[src/rtl/vga_grid_reader_pkg.sv]
// Shared VGA timing, playfield geometry and RGB332 layout for the grid reader,
// VGA_Mem and game logic.
package vga_grid_reader_pkg;

    // 640x480@60 timing, pixels / lines
    localparam int unsigned H_ACT        = 640;
    localparam int unsigned H_FP         = 16;
    localparam int unsigned H_SYNC       = 96;
    localparam int unsigned H_BP         = 48;
    localparam int unsigned H_TOTAL      = H_ACT + H_FP + H_SYNC + H_BP;
    localparam int unsigned H_SYNC_START = H_ACT + H_FP;
    localparam int unsigned H_SYNC_END   = H_SYNC_START + H_SYNC;

    localparam int unsigned V_ACT        = 480;
    localparam int unsigned V_FP         = 10;
    localparam int unsigned V_SYNC       = 2;
    localparam int unsigned V_BP         = 33;
    localparam int unsigned V_TOTAL      = V_ACT + V_FP + V_SYNC + V_BP;
    localparam int unsigned V_SYNC_START = V_ACT + V_FP;
    localparam int unsigned V_SYNC_END   = V_SYNC_START + V_SYNC;

    // Playfield geometry
    localparam int unsigned GRID_W  = 10;
    localparam int unsigned GRID_H  = 20;
    localparam int unsigned CELL_SH = 4;
    localparam int unsigned X0      = 240;
    localparam int unsigned Y0      = 80;
    localparam int unsigned X1      = X0 + (GRID_W << CELL_SH);
    localparam int unsigned Y1      = Y0 + (GRID_H << CELL_SH);

    // Video outputs trail the counters by this many clocks
    localparam int unsigned PIPE_LAT = 3;

    // RGB332 field positions
    localparam int unsigned R_MSB = 7;
    localparam int unsigned R_LSB = 5;
    localparam int unsigned G_MSB = 4;
    localparam int unsigned G_LSB = 2;
    localparam int unsigned B_MSB = 1;
    localparam int unsigned B_LSB = 0;

    localparam logic [7:0] BORDER = 8'h49;

    typedef struct packed {
        logic [2:0] r;
        logic [2:0] g;
        logic [1:0] b;
    } rgb332_t;

    // Cell address of an in-grid pixel: row * GRID_W + col
    function automatic logic [15:0] cell_addr(input logic [9:0] h, input logic [9:0] v);
        logic [9:0]  dx;
        logic [9:0]  dy;
        logic [15:0] row;
        logic [15:0] col;
        dx  = h - 10'(X0);
        dy  = v - 10'(Y0);
        row = 16'(dy >> CELL_SH);
        col = 16'(dx >> CELL_SH);
        return row * 16'(GRID_W) + col;
    endfunction

endpackage

[src/rtl/vga_grid_reader_if.sv]
// Port-B read bus and DAC outputs of the grid reader.
interface vga_grid_reader_if;
    logic [15:0] addr_b;
    logic [7:0]  q_b;
    logic [2:0]  red;
    logic [2:0]  green;
    logic [1:0]  blue;
    logic        hsync;
    logic        vsync;
    logic        blank;
    logic        frame_start;

    modport master (
        output addr_b, red, green, blue, hsync, vsync, blank, frame_start,
        input  q_b
    );

    modport slave (
        input  addr_b, red, green, blue, hsync, vsync, blank, frame_start,
        output q_b
    );
endinterface

[src/rtl/vga_grid_reader_timing.sv]
// Free-running 800x525 VGA counters with stage-0 sync/active decode and a
// frame_start pulse on the wrap to (0,0).
module vga_grid_reader_timing
    import vga_grid_reader_pkg::*;
(
    input  logic       clk,
    input  logic       rst_n,
    output logic [9:0] h_cnt,
    output logic [9:0] v_cnt,
    output logic       active,
    output logic       hsync,
    output logic       vsync,
    output logic       frame_start
);

    logic h_last;
    logic v_last;

    assign h_last = (h_cnt == 10'(H_TOTAL - 1));
    assign v_last = (v_cnt == 10'(V_TOTAL - 1));

    // Pixel/line counters; frame_start is registered so reset itself never pulses it
    always_ff @(posedge clk or negedge rst_n) begin
        if (!rst_n) begin
            h_cnt       <= '0;
            v_cnt       <= '0;
            frame_start <= 1'b0;
        end else begin
            frame_start <= h_last && v_last;
            if (h_last) begin
                h_cnt <= '0;
                v_cnt <= v_last ? '0 : v_cnt + 10'd1;
            end else begin
                h_cnt <= h_cnt + 10'd1;
            end
        end
    end

    // Stage-0 decode of the current counter position
    always_comb begin
        active = (h_cnt < 10'(H_ACT)) && (v_cnt < 10'(V_ACT));
        hsync  = !((h_cnt >= 10'(H_SYNC_START)) && (h_cnt < 10'(H_SYNC_END)));
        vsync  = !((v_cnt >= 10'(V_SYNC_START)) && (v_cnt < 10'(V_SYNC_END)));
    end

endmodule

[src/rtl/vga_grid_reader.sv]
// Read-side VGA client: timing, cell address generation, and a 3-stage pipeline
// aligning video outputs with the registered VGA_Mem port-B read.
module vga_grid_reader
    import vga_grid_reader_pkg::*;
(
    input  logic              clk,
    input  logic              rst_n,
    vga_grid_reader_if.master bus
);

    logic [9:0]  h_cnt;
    logic [9:0]  v_cnt;
    logic        active0;
    logic        hsync0;
    logic        vsync0;
    logic        in_grid0;
    logic        frame_start;

    logic [15:0] addr_q;
    logic        act1, grid1, hs1, vs1;
    logic        act2, grid2, hs2, vs2;
    rgb332_t     rgb_q;
    logic        hs3, vs3, blank_q;

    vga_grid_reader_timing u_timing (
        .clk         (clk),
        .rst_n       (rst_n),
        .h_cnt       (h_cnt),
        .v_cnt       (v_cnt),
        .active      (active0),
        .hsync       (hsync0),
        .vsync       (vsync0),
        .frame_start (frame_start)
    );

    // Stage-0 playfield membership
    always_comb begin
        in_grid0 = active0
                && (h_cnt >= 10'(X0)) && (h_cnt < 10'(X1))
                && (v_cnt >= 10'(Y0)) && (v_cnt < 10'(Y1));
    end

    // Stage 1: issue the port-B address, carry control alongside
    always_ff @(posedge clk or negedge rst_n) begin
        if (!rst_n) begin
            addr_q <= '0;
            act1   <= 1'b0;
            grid1  <= 1'b0;
            hs1    <= 1'b1;
            vs1    <= 1'b1;
        end else begin
            addr_q <= in_grid0 ? cell_addr(h_cnt, v_cnt) : '0;
            act1   <= active0;
            grid1  <= in_grid0;
            hs1    <= hsync0;
            vs1    <= vsync0;
        end
    end

    // Stage 2: VGA_Mem is registering the read, only control moves here
    always_ff @(posedge clk or negedge rst_n) begin
        if (!rst_n) begin
            act2  <= 1'b0;
            grid2 <= 1'b0;
            hs2   <= 1'b1;
            vs2   <= 1'b1;
        end else begin
            act2  <= act1;
            grid2 <= grid1;
            hs2   <= hs1;
            vs2   <= vs1;
        end
    end

    // Stage 3: pick cell colour, border or black and register the DAC outputs
    always_ff @(posedge clk or negedge rst_n) begin
        if (!rst_n) begin
            rgb_q   <= '0;
            hs3     <= 1'b1;
            vs3     <= 1'b1;
            blank_q <= 1'b1;
        end else begin
            rgb_q   <= !act2 ? rgb332_t'('0) : grid2 ? rgb332_t'(bus.q_b) : rgb332_t'(BORDER);
            hs3     <= hs2;
            vs3     <= vs2;
            blank_q <= !act2;
        end
    end

    assign bus.addr_b      = addr_q;
    assign bus.red         = rgb_q.r;
    assign bus.green       = rgb_q.g;
    assign bus.blue        = rgb_q.b;
    assign bus.hsync       = hs3;
    assign bus.vsync       = vs3;
    assign bus.blank       = blank_q;
    assign bus.frame_start = frame_start;

endmodule

[src/flat_wrapper.sv]
// flat-port wrapper written by rule: the top's interface ports become plain ports
module vga_grid_reader_flat import vga_grid_reader_pkg::*;
  (clk, rst_n, bus_addr_b, bus_red, bus_green, bus_blue, bus_hsync, bus_vsync, bus_blank, bus_frame_start, bus_q_b);
  vga_grid_reader_if bus_i ();
  input  logic clk;
  input  logic rst_n;
  output wire logic [$bits(bus_i.addr_b)-1:0] bus_addr_b;
  output wire logic [$bits(bus_i.red)-1:0] bus_red;
  output wire logic [$bits(bus_i.green)-1:0] bus_green;
  output wire logic [$bits(bus_i.blue)-1:0] bus_blue;
  output wire logic [$bits(bus_i.hsync)-1:0] bus_hsync;
  output wire logic [$bits(bus_i.vsync)-1:0] bus_vsync;
  output wire logic [$bits(bus_i.blank)-1:0] bus_blank;
  output wire logic [$bits(bus_i.frame_start)-1:0] bus_frame_start;
  input wire logic [$bits(bus_i.q_b)-1:0] bus_q_b;
  assign bus_addr_b = bus_i.addr_b;
  assign bus_red = bus_i.red;
  assign bus_green = bus_i.green;
  assign bus_blue = bus_i.blue;
  assign bus_hsync = bus_i.hsync;
  assign bus_vsync = bus_i.vsync;
  assign bus_blank = bus_i.blank;
  assign bus_frame_start = bus_i.frame_start;
  assign bus_i.q_b = bus_q_b;
  vga_grid_reader u_core (.clk(clk), .rst_n(rst_n), .bus(bus_i));
endmodule
[config.mk]
export PLATFORM = sky130hd
export DESIGN_NAME = vga_grid_reader_flat
export DESIGN_NICKNAME = d
export VERILOG_FILES = /design/src/rtl/vga_grid_reader_pkg.sv /design/src/rtl/vga_grid_reader_if.sv /design/src/rtl/vga_grid_reader_timing.sv /design/src/rtl/vga_grid_reader.sv /design/src/flat_wrapper.sv
export SDC_FILE = /design/constraint.sdc
export NUM_CORES = 1
export LEC_CHECK = 0
export CAP_MARGIN = 20
export CORE_MARGIN = 5
export CORE_UTILIZATION = 58
export CTS_CLUSTER_DIAMETER = 200
export DETAILED_ROUTE_END_ITERATION = 10
export PLACE_DENSITY = 0.9
export SETUP_SLACK_MARGIN = 0.5
export SLEW_MARGIN = 20
export SYNTH_ARGS = -nofsm -noshare
export SYNTH_HDL_FRONTEND = slang
export SYNTH_SLANG_ARGS = --single-unit
[constraint.sdc]
create_clock -name clk -period 5.35 [get_ports clk]
set_clock_uncertainty 0.15 [all_clocks]
set_input_delay 1.3375 -clock clk [delete_from_list [all_inputs] [get_ports clk]]
set_output_delay 1.3375 -clock clk [all_outputs]
set_load 0.02 [all_outputs]
# Word-level counts from Yosys, hierarchy flattened
# Cells that the tools add are included.
dict set report totals {
  elab_cells 52
  register_bits 56
}
dict set report classes {
  n_addsub 5
  muxes 5
  reduce_logical 11
  n_eq_ne 2
  order_cmp 10
  multipliers 1
}
# cell count
set ops {}
lappend ops {{< comparator 10 x 9 -> 1 bit, second input constant} 4}
lappend ops {{adder 10 x 1 -> 10 bit, second input constant} 2}
lappend ops {{== test 10 bit, second input constant} 2}
lappend ops {{< comparator 10 bit, second input constant} 2}
lappend ops {{2-to-1 mux 10 bit} 2}
lappend ops {{adder 16 x 6 -> 16 bit} 1}
lappend ops {{2-to-1 mux 16 bit} 1}
lappend ops {{2-to-1 mux 8 bit} 2}
lappend ops {{greater-or-equal comparator 10 bit, second input constant} 1}
lappend ops {{greater-or-equal comparator 10 x 7 -> 1 bit, second input constant} 1}
lappend ops {{greater-or-equal comparator 10 x 8 -> 1 bit, second input constant} 1}
lappend ops {{greater-or-equal comparator 10 x 9 -> 1 bit, second input constant} 1}
lappend ops {{subtractor 10 x 7 -> 10 bit, second input constant} 1}
lappend ops {{subtractor 10 x 8 -> 10 bit, second input constant} 1}
lappend ops {{multiplier 6 x 3 -> 9 bit, second input constant} 1}
lappend ops {{logical AND 1 bit} 8}
lappend ops {{logical NOT 1 bit} 3}

# Depth between registers and ports, before layout
dict set report logic_depth {
  word_depth 7
  mapped_depth 13
  mapped_depth_nobuf 13
}

# By module
# A second synthesis with hierarchy kept.
dict set report unflattened {
  cells_unflattened 248
  area_unflattened_um2 2691.3
}
# mod cells_per_inst n_inst area_per_inst_um2 seq_area_each_um2
set modules_own_cells {}
lappend modules_own_cells {vga_grid_reader 142 1 1596.5 759.5}
lappend modules_own_cells {vga_grid_reader_timing 106 1 1094.8 525.5}

# Least setup slack after synthesis
# Ideal clock, no wire load.
dict set report synth_timing {
  path_type {register to register}
  startpoint {register u_core.u_timing.v_cnt[4]}
  endpoint {register u_core.addr_q[9], in the netlist u_core.bus.addr_b[9]}
  path_buffers 0
  stages_incl_launch_ff 14
  arrival_time_ns 3.091
  synth_period_minus_slack_ns 3.318
  required_time_ns 5.123
  path_slack_ns 2.032
  cell_sequence {dfrtp_1 -> inv_1 -> ha_1 -> inv_1 -> a21oi_1 -> xor2_1 -> ha_1 -> fa_1 -> ha_1 -> o21ai_0 -> nor2_1 -> o21bai_1 -> or3_1 -> a21oi_1}
}
dict set report synth_between {
  elab_chain_cells 7
}
# element line
set synth_lines {}
lappend synth_lines {{start: declaration} vga_grid_reader_timing.sv:9} ;# output logic [9:0] v_cnt,
lappend synth_lines {{start signal: assignment} vga_grid_reader_timing.sv:32} ;# v_cnt <= v_last ? '0 : v_cnt + 10'd1;
lappend synth_lines {{branches (longest 6 deep; another with adder 16 x 6 -> 16 bit)} --}
lappend synth_lines {{2-to-1 mux 16 bit *} vga_grid_reader.sv:52} ;# addr_q <= in_grid0 ? cell_addr(h_cnt, v_cnt) : '0;
lappend synth_lines {{end signal: assignment} vga_grid_reader.sv:52}
lappend synth_lines {{end: declaration} vga_grid_reader.sv:19} ;# logic [15:0] addr_q;
# Every way passes the cells marked *.
# A chain may end at the register's enable or synchronous reset.

# Worst setup path in the final report
# Ends and elaborated chain as after synthesis.

==> impl_results.md <==
* Core Util, Final at 0.675
* Cell count after synthesis at 263
* Antenna Nets Post-Route at 0
* Post-route DRC violation count at 0
* Hold_buf cts at 0
* Pleak at 1.40 nW
* Placed cells at 339
* Post-synth EDFFs at 0
* CP Launch Type: register
* Effective utilization at floorplan at 0.597
* Routed via count at 1,959
* Drt via density at 5.65
* Dominant delay contributor by cell family on the critical path: adder cells
* Routability Congestion at 0.908
* R2r worst-path depth at 13
* Setup TNS Final at 0 ns
* Worst min path class: register to register
* Worst-path maximum fanout at 7
* Core ar. at 4690 um2
* Critical Path AT at 3.77 ns
* First-pass GRT wire length at 9070 um
* CTS tree: built
* Initial antenna violation count at 0
* XOR/XNOR Fraction of Synth Area at 0.0594
* # IOs at 38
* CP required at 5.44 ns
* Root Driver: clkbuf_8
* Sw Share at 0.234
* Comb power frac at 0.028
* Max transition margin at 0.493
* Commonest non-fill, non-tap cells in the layout: dfrtp_1, clkdlybuf4s50_1, ha_1, inv_1, nor2_1
* PostCTS Resize Cnt at 0
* Num CTS Buffers at 5
* Clk pwr share at 0.367
* Status: finished, final reports clean
* Compound-gate portion of the synthesized area at 0.133
* Number of distinct library cells after synthesis at 51
* Layout filler cell count at 350
* Area used by multi-input combinational logic at 1330 um2
* Clk sink count at 51
* IO buf count at 32
* DP HPWL at 3800 um
* WHS at 0.209 ns
* CTS H-Tree Depth at 2
* Pre-antenna DRT Iters at 4
* WP depth at 13
* Mux share of post-synthesis cell area at 0
* Final wirelength at 5090 um
* Sequential-to-total area share from yosys stat at 0.458
* # setup viols final at 0
* Synth-to-Final Area Change at 12.9%
* GRT Total Usage at 0.180
* Post-synth ARST share at 1.00
* Max Fclk at 0.271 GHz
* Clk buf depth at 2
* Layout Cells excl Fill at 347
* Period utilization at 0.689
* Share of layout cells above drive strength 1 at 0.0785
* Postcts setup bufs at 0
* Synthesized area at 2800 um2
* CP Buf/Inv Count at 2
* Net Switching at 0.149 mW
* Cell mode on critical path: ha_1
* Nets@finish at 329
* Synth warn at 0
* Antenna Cells at 0
* Worst VDD drop at 0.124 mV
* Main combinational cell family by area after synthesis: simple AND/OR/NAND/NOR gates
* Minimum clock period at 3.69 ns
* Clock Pin Slew Worst Setup and Hold Paths at 0.10 ns
* Max incr delay on CP at 0.49 ns
* Gr ovfl total at 0
* Avg WL per Cell at 14.7 um
* Mean Syn Cell Area at 10.7 um2
* Row count at 25
* Worst skew pair latency at 0.31 ns
* Full die area at 6320 um2
* Synthesis-stage register bit count at 51
* Die Ht at 79.5 um
* FF/Latch Area at 1280 um2
* Fin. max-slew vios at 0
* Worst hold path stage count at 0
* Actual slew at the worst max-slew pin at 0.754 ns
* RSZ-0062 raised after global routing: false
* Cell-internal power at 0.489 mW
* Post-Synth Adder-Cell Area at 0.126
* Max-cap violations at 0
* Chip width at 79.5 um
* Seq pwr share at 0.605
* Initial DRC count at 88
* Crit-path slowest cell: fa_1
* Crit-path cells: inv_1, ha_1, inv_1, a21oi_1, xor2_1, ha_1, fa_1, ha_1, o21ai_0, nor2_1, o21bai_1, or3_1, a21oi_1
* Simple-gate area share of the yosys netlist at 0.146
* Vias in the first global route at 1,977
* Largest net degree at the start of global routing at 52
* Primary FF master, synth: dfrtp_1
* Final Hold Fails at 0
* Commonest non-fill, non-tap cell in the layout: dfrtp_1
* PwrDens at 202 nW/um2
* CP endpoint kind: register
* Critical path class: register to register
==> cell usage after synthesis (all sizes together) (5+ instances only) <==
library cell | count | area (um2)
ha | 25 | 313
nor2 | 19 | 71.3
buf | 12 | 110
a211oi | 5 | 37.5
dfstp | 7 | 184
a21o | 5 | 38.8
dfrtp | 44 | 1100
and3 | 8 | 50.1
xnor2 | 10 | 87.6
inv | 19 | 71.3
nor3 | 7 | 45.0
o21ai | 18 | 90.1
nand2 | 9 | 33.8
xor2 | 9 | 78.8
a21oi | 11 | 55.1
nand3 | 7 | 35.0
==> power groups by stage <==
stage	combinational, mW	sequential, mW	clock, mW
finish	0.0180	0.386	0.234
global route	0.0204	0.386	0.263
CTS	0.0183	0.386	0.240
detailed placement	0.0182	0.393	0
global placement	0.0182	0.393	0
floorplan	0.00631	0.394	0
==> metrics by stage <==
step                      area (um2)  worst slack, ns  power (mW)
after floorplan                 2820             2.03       0.400
after global placement          3070             1.90       0.411
after detailed placement        3070             1.76       0.412
after CTS                       3160             1.69       0.645
after global routing            3170             1.31       0.669
final                           3170             1.66       0.638
==> routing by layer <==
| layer | GRT usage | part of all wire |
|---|---|---|
| met1 | 0.232 | 0.44 |
| met4 | 0.0533 | 0.012 |
| met5 | 0 | 0 |
| met3 | 0.0440 | 0.056 |
| met2 | 0.300 | 0.49 |
==> logic make-up (layout without fill, tap and decap cells) <==
family,count (synthesis),in the layout
XOR/XNOR,19,19
other,1,6
buffers and inverters,34,59
flip-flops,51,51
AND/OR/NAND/NOR,73,73
AO/OA/AOI/OAI,58,58
adder cells (fa/ha/maj),27,27
==> state kept, by name, summed over array words and instances (netlist names), 2 cells and up <==
register	cells
u_core.bus.red	3
u_core.u_timing.v_cnt	10
u_core.u_timing.h_cnt	10
u_core.bus.green	3
u_core.bus.addr_b	11
u_core.bus.blue	2
==> final cells by class <==
| class | instances | area share |
|---|---|---|
| inverters | 19 | 0.0225 |
| multi-input cells | 183 | 0.419 |
| well taps | 54 | 0.0213 |
| flip-flops and latches | 51 | 0.406 |
| clock buffers | 5 | 0.0217 |
| clock inverters | 3 | 0.00909 |
| repair buffers | 32 | 0.100 |
==> final timing paths <==
| check | startpoint | end | slack (ns) |
|---|---|---|---|
| hold reg to reg | u_core.hs1$_DFF_PN1_ | u_core.hs2$_DFF_PN1_ | 0.21 |
| hold / removal | u_core.hs1$_DFF_PN1_ | u_core.hs2$_DFF_PN1_ | 0.21 |
| setup / recovery | u_core.u_timing.v_cnt[4]$_DFFE_PN0N_ | u_core.bus.addr_b[9]$_DFF_PN0_ | 1.66 |
| min in group asynchronous | rst_n | u_core.bus.addr_b[2]$_DFF_PN0_ | 0.88 |
| max in group asynchronous | rst_n | u_core.u_timing.v_cnt[7]$_DFFE_PN0N_ | 3.76 |
| setup reg to reg | u_core.u_timing.v_cnt[4]$_DFFE_PN0N_ | u_core.bus.addr_b[9]$_DFF_PN0_ | 1.66 |
(Power assumes the default switching activity.)
==> edit 1 (config.mk and constraints unchanged) <==
Reset style: synchronous (`rst_n`), changed in 4 clocked blocks.
--- a/src/rtl/vga_grid_reader_timing.sv
+++ b/src/rtl/vga_grid_reader_timing.sv
@@ -21,5 +21,5 @@
 
     // Pixel/line counters; frame_start is registered so reset itself never pulses it
-    always_ff @(posedge clk or negedge rst_n) begin
+    always_ff @(posedge clk) begin
         if (!rst_n) begin
             h_cnt       <= '0;
--- a/src/rtl/vga_grid_reader.sv
+++ b/src/rtl/vga_grid_reader.sv
@@ -42,5 +42,5 @@
 
     // Stage 1: issue the port-B address, carry control alongside
-    always_ff @(posedge clk or negedge rst_n) begin
+    always_ff @(posedge clk) begin
         if (!rst_n) begin
             addr_q <= '0;
@@ -59,5 +59,5 @@
 
     // Stage 2: VGA_Mem is registering the read, only control moves here
-    always_ff @(posedge clk or negedge rst_n) begin
+    always_ff @(posedge clk) begin
         if (!rst_n) begin
             act2  <= 1'b0;
@@ -74,5 +74,5 @@
 
     // Stage 3: pick cell colour, border or black and register the DAC outputs
-    always_ff @(posedge clk or negedge rst_n) begin
+    always_ff @(posedge clk) begin
         if (!rst_n) begin
             rgb_q   <= '0;
Behaviour: differs if rst_n is asserted again (counterexample within 4 cycles, from zero or initial values and one cycle with rst_n low); with rst_n held inactive, the same outputs for 10 cycles.
==> edit 1 against the original RTL <==
Wire length shrank 3.3%; non-clock buffer count unchanged; largest cell class unchanged; sequential cell count unchanged; die area down 5.9%; critical endpoint is now u_core.bus.addr_b[9]; total power is 1.0% higher; cell area shrank 5.0%; setup slack better by 0.11 ns; first-iteration DRC count grew 38%; via count fell by 2.0%; synthesized area fell by 6.8%.
==> edit 1: results (changes against the original RTL) <==
fillers 318 (was 350); Hold Path Cell Cnt 1 (was 0); HPWL after detailed placement 3530 um (was 3800 um); compound-cell area share of the yosys netlist 0.0991 (was 0.133); first-pass GRT wire length 8580 um (was 9070 um); Async S/R FF share, synth 0 (was 1.00); Avg WL per Cell 13.7 um (was 14.7 um); Adder-Cell Fraction of Synth Area 0.135 (was 0.126); routability congestion estimate from global placement 0.852 (was 0.908); crit path DAT 3.66 ns (was 3.77 ns); status completed (unchanged); share of post-route cells with drive strength above 1 0.0586 (was 0.0785); nets 343 (was 329); Net Switching 0.152 mW (was 0.149 mW); Pleak 1.23 nW (was 1.40 nW); Total Wirelength 4920 um (was 5090 um); largest net degree at the start of global routing 20 (was 52); sequential area share after synthesis 0.391 (was 0.458); Detailed Route Iter0 Violations 121 (was 88); total track usage 0.175 (was 0.180); DR vias/cell 5.35 (was 5.65); Synth Area per Inst 9.40 sq um (was 10.7 sq um); Area contributors post-synth dfxtp_1 (39%), ha_1 (12%), xnor2_1 (5.7%) (was dfrtp_1 (39%), ha_1 (11%), dfstp_2 (6.6%)); top cell types by occurrence after synthesis dfxtp_1 (51), nor2_1 (31), ha_1 (25) (was dfrtp_1 (44), ha_1 (25), inv_1 (19), nor2_1 (19), o21ai_0 (18)); xor/xnor share of the synthesized area 0.0967 (was 0.0594)
## edit 1: power groups by stage
stage / sequential, mW / combinational [mW] / clock, mW
global placement: 0.395 / 0.0243 / 0
finish: 0.386 / 0.0248 / 0.234
floorplan: 0.396 / 0.0141 / 0
global route: 0.387 / 0.0271 / 0.258
detailed placement: 0.395 / 0.0249 / 0
CTS: 0.386 / 0.0251 / 0.241
## edit 1: metal layers
metal | GRT usage | vias up | share of wire
met4 | 0.0928 | 0 | 0.021
li1 | - | 973 | -
met1 | 0.208 | 890 | 0.45
met5 | 0 | - | 0
met3 | 0.0398 | 8 | 0.041
met2 | 0.290 | 48 | 0.49
## edit 1: final cells by class
cell class / instances / share of cell area
inverter: 19 / 0.0237
sequential: 51 / 0.340
multi-input combinational: 197 / 0.476
timing repair buffer: 32 / 0.107
tap: 52 / 0.0216
clock inverter: 3 / 0.00957
clock buffer: 5 / 0.0229
## edit 1: final timing paths
kind	slack, ns	from	to
worst min register to register	0.27	u_core.hs1	u_core.hs2
worst min-delay path	0.27	u_core.hs1	u_core.hs2
worst max-delay path	1.78	u_core.u_timing.v_cnt[4]	u_core.bus.addr_b[9]
worst max register to register	1.78	u_core.u_timing.v_cnt[4]	u_core.bus.addr_b[9]
## edit 1: worst register-to-register path: cells and delay by family (launching register included)
kind | cells | cell delay (ns)
compound gates | 5 | 0.66
xor+xnor | 1 | 0.24
fa+ha+maj | 4 | 1.40
buf+inv | 2 | 0.30
flops | 1 | 0.38
simple gates | 1 | 0.37
## edit 1: metrics by stage
step	hold WS, ns	cell area, sq um	setup slack (ns)
global route	0.282	3010	1.51
global placement	0.239	2910	1.94
detailed placement	0.251	2910	1.83
finish	0.268	3010	1.78
floorplan	0.236	2630	2.09
CTS	0.272	3010	1.80
==> edit 2 (same flow settings) <==
Made on the original files. Compare `v_cnt` against `10'(V_TOTAL - 1)` with >= in place of ==.
--- a/src/rtl/vga_grid_reader_timing.sv
+++ b/src/rtl/vga_grid_reader_timing.sv
@@ -18,5 +18,5 @@
 
     assign h_last = (h_cnt == 10'(H_TOTAL - 1));
-    assign v_last = (v_cnt == 10'(V_TOTAL - 1));
+    assign v_last = (v_cnt >= 10'(V_TOTAL - 1));
 
     // Pixel/line counters; frame_start is registered so reset itself never pulses it
Check against the original RTL: same outputs for any inputs over 10 cycles, from zero or initial values and one cycle with rst_n low; that may be too few to reach the edited logic, so the function may still have changed.
==> edit 2 against the original RTL <==
Largest cell class is now sequential cells; sequential cell count did not move; via count shrank 0.66%; critical endpoint unchanged; wire length increased by 1.5%; synthesized area is 3.8% lower; critical path depth unchanged; setup slack gained 0.11 ns; cell count grew 0.86%; largest power group unchanged; cell area shrank 1.9%; total power decreased by 2.5%; hold slack gained 0.00066 ns.
==> edit 2: results (changes against the original RTL) <==
status completed (unchanged); sequential area share after synthesis 0.477 (was 0.458); Crit path largest cell delay 0.48 ns; postcts setup bufs 0 (unchanged); pins over their slew limit 0 (unchanged); number of flip-flops in the largest register 11 (unchanged); Pleak 1.42 nW (was 1.40 nW); DR vias/cell 5.56 (was 5.65); CLK BUF 5 (unchanged); antenna violations before repair 0 (unchanged); multi-input gates 188 (was 183); total track usage 0.182 (was 0.180); reg-to-reg slack, setup 1.78 ns (was 1.66 ns); GR met1 Demand/Resource 0.215 (was 0.232); post-synthesis cell type count 41 (was 51); nets 333 (was 329); min Tclk post-route 3.57 ns (was 3.69 ns); grt met2 use 0.327 (was 0.300); Avg WL per Cell 14.8 um (was 14.7 um); cells on worst reg2reg path 13 (unchanged); routability congestion estimate from global placement 0.870 (was 0.908); area of the multi-input gates 1280 sq um (was 1330 sq um); crit path DAT 3.65 ns (was 3.77 ns); comb pwr 0.0182 mW; met3 Resource Use GR 0.0435 (was 0.0440); first-pass GRT wire length 8890 um (was 9070 um); Detailed Route Iter0 Violations 66 (was 88); Clk pin slew, worst setup/hold paths 0.09 ns; met2 wire length 2680 um (was 2510 um); HPWL after detailed placement 3900 um (was 3800 um); Hold EP u_core.grid2 (was u_core.hs2); WL met3 297 um (was 287 um); Layout clock area frac 0.0286 (was 0.0308); Max clock buf depth 2 (unchanged); NonClk Buf Share 0.102 (was 0.100); Inverters 19 (unchanged); worst-margin pin slew 0.606 ns (was 0.754 ns); top cell types by occurrence after synthesis dfrtp_1 (44), nor2_1 (29), ha_1 (24) (was dfrtp_1 (44), ha_1 (25), inv_1 (19), nor2_1 (19), o21ai_0 (18)); vias in the first global route 1948 (was 1977); Root Driver clkbuf_8 (unchanged); peak supply drop 0.000116 V (was 0.000124 V); largest net degree at the start of global routing 52 (unchanged); share of post-route cells with drive strength above 1 0.0671 (was 0.0785); clock share of power 0.351 (was 0.367); fillers 326 (was 350); Net Switching 0.139 mW (was 0.149 mW); Max FO, Critical Path 8 (was 7); ant diodes 0 (unchanged); Area contributors post-synth dfrtp_1 (41%), ha_1 (11%), dfstp_2 (6.8%) (was dfrtp_1 (39%), ha_1 (11%), dfstp_2 (6.6%)); met1 wire length 2120 um (was 2230 um); Buffers on Ports 32 (unchanged); HP Start u_core.grid1 (was u_core.hs1)
## edit 2: through the flow
step | power, mW | std cells | hold WS [ns] | utilization | cell area (sq um)
6_report | 0.622 | 350 | 0.210 | 0.699 | 3110
5_1_grt | 0.651 | 350 | 0.214 | 0.699 | 3110
4_1_cts | 0.628 | 350 | 0.211 | 0.698 | 3100
3_5_place_dp | 0.412 | 342 | 0.193 | 0.678 | 3020
3_3_place_gp | 0.411 | 342 | 0.184 | 0.678 | 3020
2_1_floorplan | 0.400 | 270 | 0.181 | - | 2720
## edit 2: cells by family (layout without fill, tap and decap cells)
group | after synthesis | after routing | synth area share
buffers and inverters | 31 | 59 | 0.0561
multiplexers | 1 | 1 | 0.00418
AND/OR/NAND/NOR | 84 | 84 | 0.148
adder cells (fa/ha/maj) | 26 | 26 | 0.126
AO/OA/AOI/OAI | 49 | 49 | 0.116
flip-flops | 51 | 51 | 0.477
XOR/XNOR | 22 | 22 | 0.0715
other | 1 | 6 | 0.00139
